[config.mk]
export PLATFORM = sky130hd
export DESIGN_NAME = led_mode_ctrl_flat
export DESIGN_NICKNAME = d
export VERILOG_FILES = /design/src/rtl/led_mode_ctrl_if.sv /design/src/rtl/led_mode_ctrl.sv /design/src/flat_wrapper.sv
export SDC_FILE = /design/constraint.sdc
export NUM_CORES = 1
export LEC_CHECK = 0
export CAP_MARGIN = 20
export CORE_ASPECT_RATIO = 0.6
export CORE_MARGIN = 2
export CORE_UTILIZATION = 59
export CTS_CLUSTER_SIZE = 28
export DETAILED_ROUTE_END_ITERATION = 8
export GPL_TIMING_DRIVEN = 0
export HOLD_SLACK_MARGIN = 0.05
export PLACE_DENSITY_LB_ADDON = 0.05
export SYNTH_ARGS = -nofsm -noshare
export SYNTH_HDL_FRONTEND = slang
export SYNTH_SLANG_ARGS = --single-unit
[constraint.sdc]
create_clock -name i_clk -period 3.9 [get_ports i_clk]
set_clock_uncertainty 0.05 [all_clocks]
set_input_delay 0.78 -clock i_clk [delete_from_list [all_inputs] [get_ports i_clk]]
set_output_delay 0.78 -clock i_clk [all_outputs]
set_load 0.01 [all_outputs]
[src/rtl/led_mode_ctrl_if.sv]
// LED mode controller bus: board switch/button byte in, LED/status byte out.
interface led_mode_ctrl_if;
    logic [7:0] i_DATA;
    logic [7:0] o_DATA;

    modport master (output i_DATA, input o_DATA);
    modport slave  (input i_DATA, output o_DATA);
endinterface

[src/rtl/led_mode_ctrl.sv]
// LED mode controller: OFF / steady ON / BLINK sequencing from a toggle
// button and mode switch, with a run-time programmable blink half-period.
module led_mode_ctrl #(
    parameter int CLK_DIV = 4,   // clock cycles per blink tick (>=1)
    parameter int CNT_W   = 16   // must hold 15*CLK_DIV
) (
    input  logic              i_clk,
    input  logic              i_rst_n,
    led_mode_ctrl_if.slave    bus
);

    // One-hot state; the 2-bit external code is decoded separately.
    localparam logic [3:0] S_OFF = 4'b0001;
    localparam logic [3:0] S_ON  = 4'b0010;
    localparam logic [3:0] S_BH  = 4'b0100;
    localparam logic [3:0] S_BL  = 4'b1000;

    logic [3:0]       state_q, state_d;
    logic [CNT_W-1:0] cnt_q, cnt_d;
    logic             t_d_q, t_d_d;

    logic             btn, mode, tog;
    logic [3:0]       hp;
    logic [CNT_W-1:0] hp_eff, lim_m1;
    logic             unused_bits;

    assign btn         = bus.i_DATA[0];
    assign mode        = bus.i_DATA[1];
    assign hp          = bus.i_DATA[7:4];
    assign unused_bits = ^bus.i_DATA[3:2];

    // Rising-edge detect on the button and the live half-period limit.
    always_comb begin
        t_d_d  = btn;
        tog    = btn & ~t_d_q;
        hp_eff = (hp == 4'd0) ? CNT_W'(1) : CNT_W'(hp);
        lim_m1 = hp_eff * CNT_W'(CLK_DIV) - CNT_W'(1);
    end

    // Next-state and phase counter; priority is tog > mode > timer.
    always_comb begin
        state_d = state_q;
        cnt_d   = cnt_q;
        unique case (state_q)
            S_OFF: begin
                cnt_d = '0;
                if (tog) state_d = mode ? S_BH : S_ON;
            end
            S_ON: begin
                cnt_d = '0;
                if (tog)       state_d = S_OFF;
                else if (mode) state_d = S_BH;
            end
            S_BH, S_BL: begin
                if (tog) begin
                    state_d = S_OFF;
                    cnt_d   = '0;
                end else if (!mode) begin
                    state_d = S_ON;
                    cnt_d   = '0;
                end else if (cnt_q >= lim_m1) begin
                    // >= so a lowered half-period ends the phase at once
                    state_d = (state_q == S_BH) ? S_BL : S_BH;
                    cnt_d   = '0;
                end else begin
                    cnt_d = cnt_q + CNT_W'(1);
                end
            end
            default: begin
                state_d = S_OFF;
                cnt_d   = '0;
            end
        endcase
    end

    // State, counter and button history; history tracks the button in reset
    // so a button held across reset release does not toggle.
    always_ff @(posedge i_clk) begin
        if (!i_rst_n) begin
            state_q <= S_OFF;
            cnt_q   <= '0;
            t_d_q   <= btn;
        end else begin
            state_q <= state_d;
            cnt_q   <= cnt_d;
            t_d_q   <= t_d_d;
        end
    end

    // Moore output decode from the state register only.
    assign bus.o_DATA = {4'b0000,
                         state_q[2] | state_q[3],   // code[1]
                         state_q[1] | state_q[3],   // code[0]
                         ~state_q[0],               // enabled
                         state_q[1] | state_q[2]};  // LED

endmodule

[src/flat_wrapper.sv]
// flat-port wrapper written by rule: the top's interface ports become plain ports
module led_mode_ctrl_flat 
#(
    parameter int CLK_DIV = 4,                                       
    parameter int CNT_W   = 16                          
)
  (i_clk, i_rst_n, bus_i_DATA, bus_o_DATA);
  led_mode_ctrl_if bus_i ();
  input  logic i_clk;
  input  logic i_rst_n;
  input wire logic [$bits(bus_i.i_DATA)-1:0] bus_i_DATA;
  output wire logic [$bits(bus_i.o_DATA)-1:0] bus_o_DATA;
  assign bus_i.i_DATA = bus_i_DATA;
  assign bus_o_DATA = bus_i.o_DATA;
  led_mode_ctrl #(.CLK_DIV(CLK_DIV), .CNT_W(CNT_W)) u_core (.i_clk(i_clk), .i_rst_n(i_rst_n), .bus(bus_i));
endmodule
==> metrics.md <==
| Metric | Value |
|---|---|
| Global route hottest layer | `met2` |
| Sw frac | `about a quarter` |
| Drt total wl | `around 2.8 mm` |
| Synth cell count leaders | `21 x dfxtp_1, 20 x nor2_1, 17 x ha_1` |
| Clock Tree Buf Depth | `2` |
| Sequential power share | `~50%` |
| Sw power | `~110 uW` |
| Startpoint types | `primary input` |
| Place WS | `between 300 and 400 ps` |
| Register Area | `420 sq um` |
| F_max | `305 MHz` |
| Count leader, synth | `dfxtp_1` |
| CTS tree | `yes` |
| WHS | `around 440 ps` |
| Ant. Diodes | `0` |
| Vias | `1169` |
| Max Cap Violations | `0` |
| Initial core utilization | `63.7%` |
| Core Util, Final | `around three quarters` |
| GR Layer Usage met3 | `between 6 and 7%` |
| Die Height | `between 40 and 50 um` |
| DRT iter0 DRCs | `67` |
| Clock transition at path regs | `roughly 80 ps` |
| P_int | `between 300 and 400 uW` |
| RSZ-0062 raised after global routing | `no` |
| # IOs | `18` |
| Largest net degree at the start of global routing | `13` |
| Insertion delay to the later sink of the worst-skew pair | `approximately 260 ps` |
| Multi-input gate area | `about 910 sq um` |
| CORE AREA | `roughly 0.0022 sq mm` |
| Worst IR Drop VDD | `0.000285 V` |
| Logic gate share of total power | `between 10% and 20%` |
| Layout cells sized above 1 | `11.2%` |
| Met1 Track Usage GR | `32.3%` |
| Overflow after GRT | `0` |
| FFs w/ async S/R, synth | `0%` |
| Clock sink count | `21` |
| Fin. Hold Viols | `0` |
| Number of global-route vias before repair | `~1000` |
| Critical path arrival | `3440 ps` |
| Post-CTS setup buffers | `0` |
| # rows | `13` |
| Post-synth top flop | `dfxtp_1` |
| Die ar. | `~0.0028 sq mm` |
| Crit-path max FO | `10` |
| Post-Syn Area | `0.00141 sq mm` |
| Htree depth | `1` |
| WL/cell | `13.1 um` |
| Top post-synthesis cells by area | `dfxtp_1 30%, ha_1 15%, xor2_1 6.8%` |
| HP Class | `reg -> reg` |
| Status | `finished, final reports clean` |
| DR pass1 iterations | `4` |
| IO buf count | `11` |
| Crit path required time | `4050 ps` |
| Post-route setup TNS | `0 ps` |
| Synth warnings | `0` |
| Leak | `0.000722 uW` |
| CTS Hold Buffers Added | `0` |
| Post-DP HPWL | `2.36 mm` |
| Fillers | `180` |
| PnR worst setup slack | `618 ps` |
| Final worst path period share | `a little over four fifths` |
| Syn_area_per_cell | `slightly below 9 sq um` |
| Power per cell area | `roughly 260 mW/mm^2` |
| Clock Root Buffer | `clkbuf_8` |
| Distinct cells, synth | `38` |
| First-pass GRT wire length | `4.78 mm` |
| Area leader, netlist | `dfxtp_1` |
| Setup CP Type | `in -> reg` |
| DR DRC count | `0` |
| Total Power | `426 uW` |
| Routed Antenna Nets | `0` |
| Post-synth EDFFs | `0` |
| Sequential area share after synthesis | `between 20% and 30%` |
| Yosys reg bits | `21` |
| Tmin final | `~3300 ps` |
| P&R area growth vs syn | `16.4%` |
| Die W | `67.1 um` |
| Final setup violation count | `0` |
| Vias per inst | `between 5 and 6` |
| Global-route usage over all layers | `a little under a quarter` |
| Routability cong. | `around 0.78` |
| GR Util met2 | `between 30 and 40%` |
| CTS Buf Count | `3` |
| Clk pwr share | `about 34%` |
| Share of the synthesized area in the top cell type | `slightly below 30%` |
| Gates resized, CTS repair | `0` |
| Final slew viol count | `0` |
| Final #Nets | `215` |
| Gate Count Post-Synth | `162` |
| CP Capture Type | `flip-flop` |
| Antenna violations before repair | `0` |
## cell usage in the layout (no fill, tap or decap), types with 3 or more instances in the layout
cell type,instances
xnor2_1,6
ha_1,17
buf_4,5
dfxtp_1,21
buf_6,3
or2_2,3
inv_1,8
and3_1,3
nand3_1,8
o21ai_0,3
nor3_1,3
xor2_1,11
nand2_1,9
clkbuf_8,3
conb_1,12
clkdlybuf4s50_1,11
nand4_1,8
nor2_1,20
a21oi_1,5
## critical path, stage by stage
cell,delay (ps)
clkdlybuf4s50_1,520
nor3_1,50
or2_2,300
nor3_1,150
ha_1,260
ha_1,300
a21oi_1,150
o21ai_0,90
o21ai_0,360
nand3_4,180
buf_6,190
nor2_1,100
## cell families after synthesis
logic type / share of synthesized area, %
xor gates and xnor gates: 10.6
muxes: 1.42
other: 0.533
adders and majority gates: 15.1
and+or+nand+nor: 24.2
buffers and inverters: 7.90
DFF: 29.8
AOI/OAI and AO/OA: 10.4
## state kept, by name (all words and copies together) (netlist names)
register and count:
u_core.cnt_q 16, u_core.t_d_q 1, u_core.state_q 4
## layout make-up
cell class	count	area share, %
Clock inverter	1	0.305
Timing Repair Buffer	11	6.71
Clock buffer	3	2.52
Tap cell	30	2.29
Multi-Input combinational cell	133	55.8
Inverter	8	1.83
Sequential cell	21	25.6
Buffer	10	4.96
## stage by stage
| stage | area, sq um | instances |
|---|---|---|
| CTS | 1640 | 217 |
| global placement | 1590 | 213 |
| floorplan | 1450 | 172 |
| finish | 1640 | 217 |
| detailed placement | 1590 | 213 |
| global route | 1640 | 217 |
## power by group through the flow
stage                     clock network [uW]  registers (uW)  logic (uW)
after global placement                     0             223        60.0
after floorplan                            0             223        39.6
after CTS                                145             218        63.3
final                                    144             218        63.7
after detailed placement                   0             223        63.1
after global routing                     158             219        70.3
## layer usage
layer  routed length, um  up-vias
li1                    -      602
met1                1440      537
met2                1230       30
met3                 178        0
met4                   0        0
met5                   0        -
## final timing paths
path	startpoint	to	slack, ps	depth (start not counted)
max	bus_i_DATA[6]	u_core.cnt_q[11]	620	12
min	u_core.cnt_q[0]	u_core.cnt_q[0]	440	1
max reg2reg	u_core.cnt_q[3]	u_core.cnt_q[11]	2030	7
min reg2reg	u_core.cnt_q[0]	u_core.cnt_q[0]	440	1
Power figures use the tool's default switching activity.
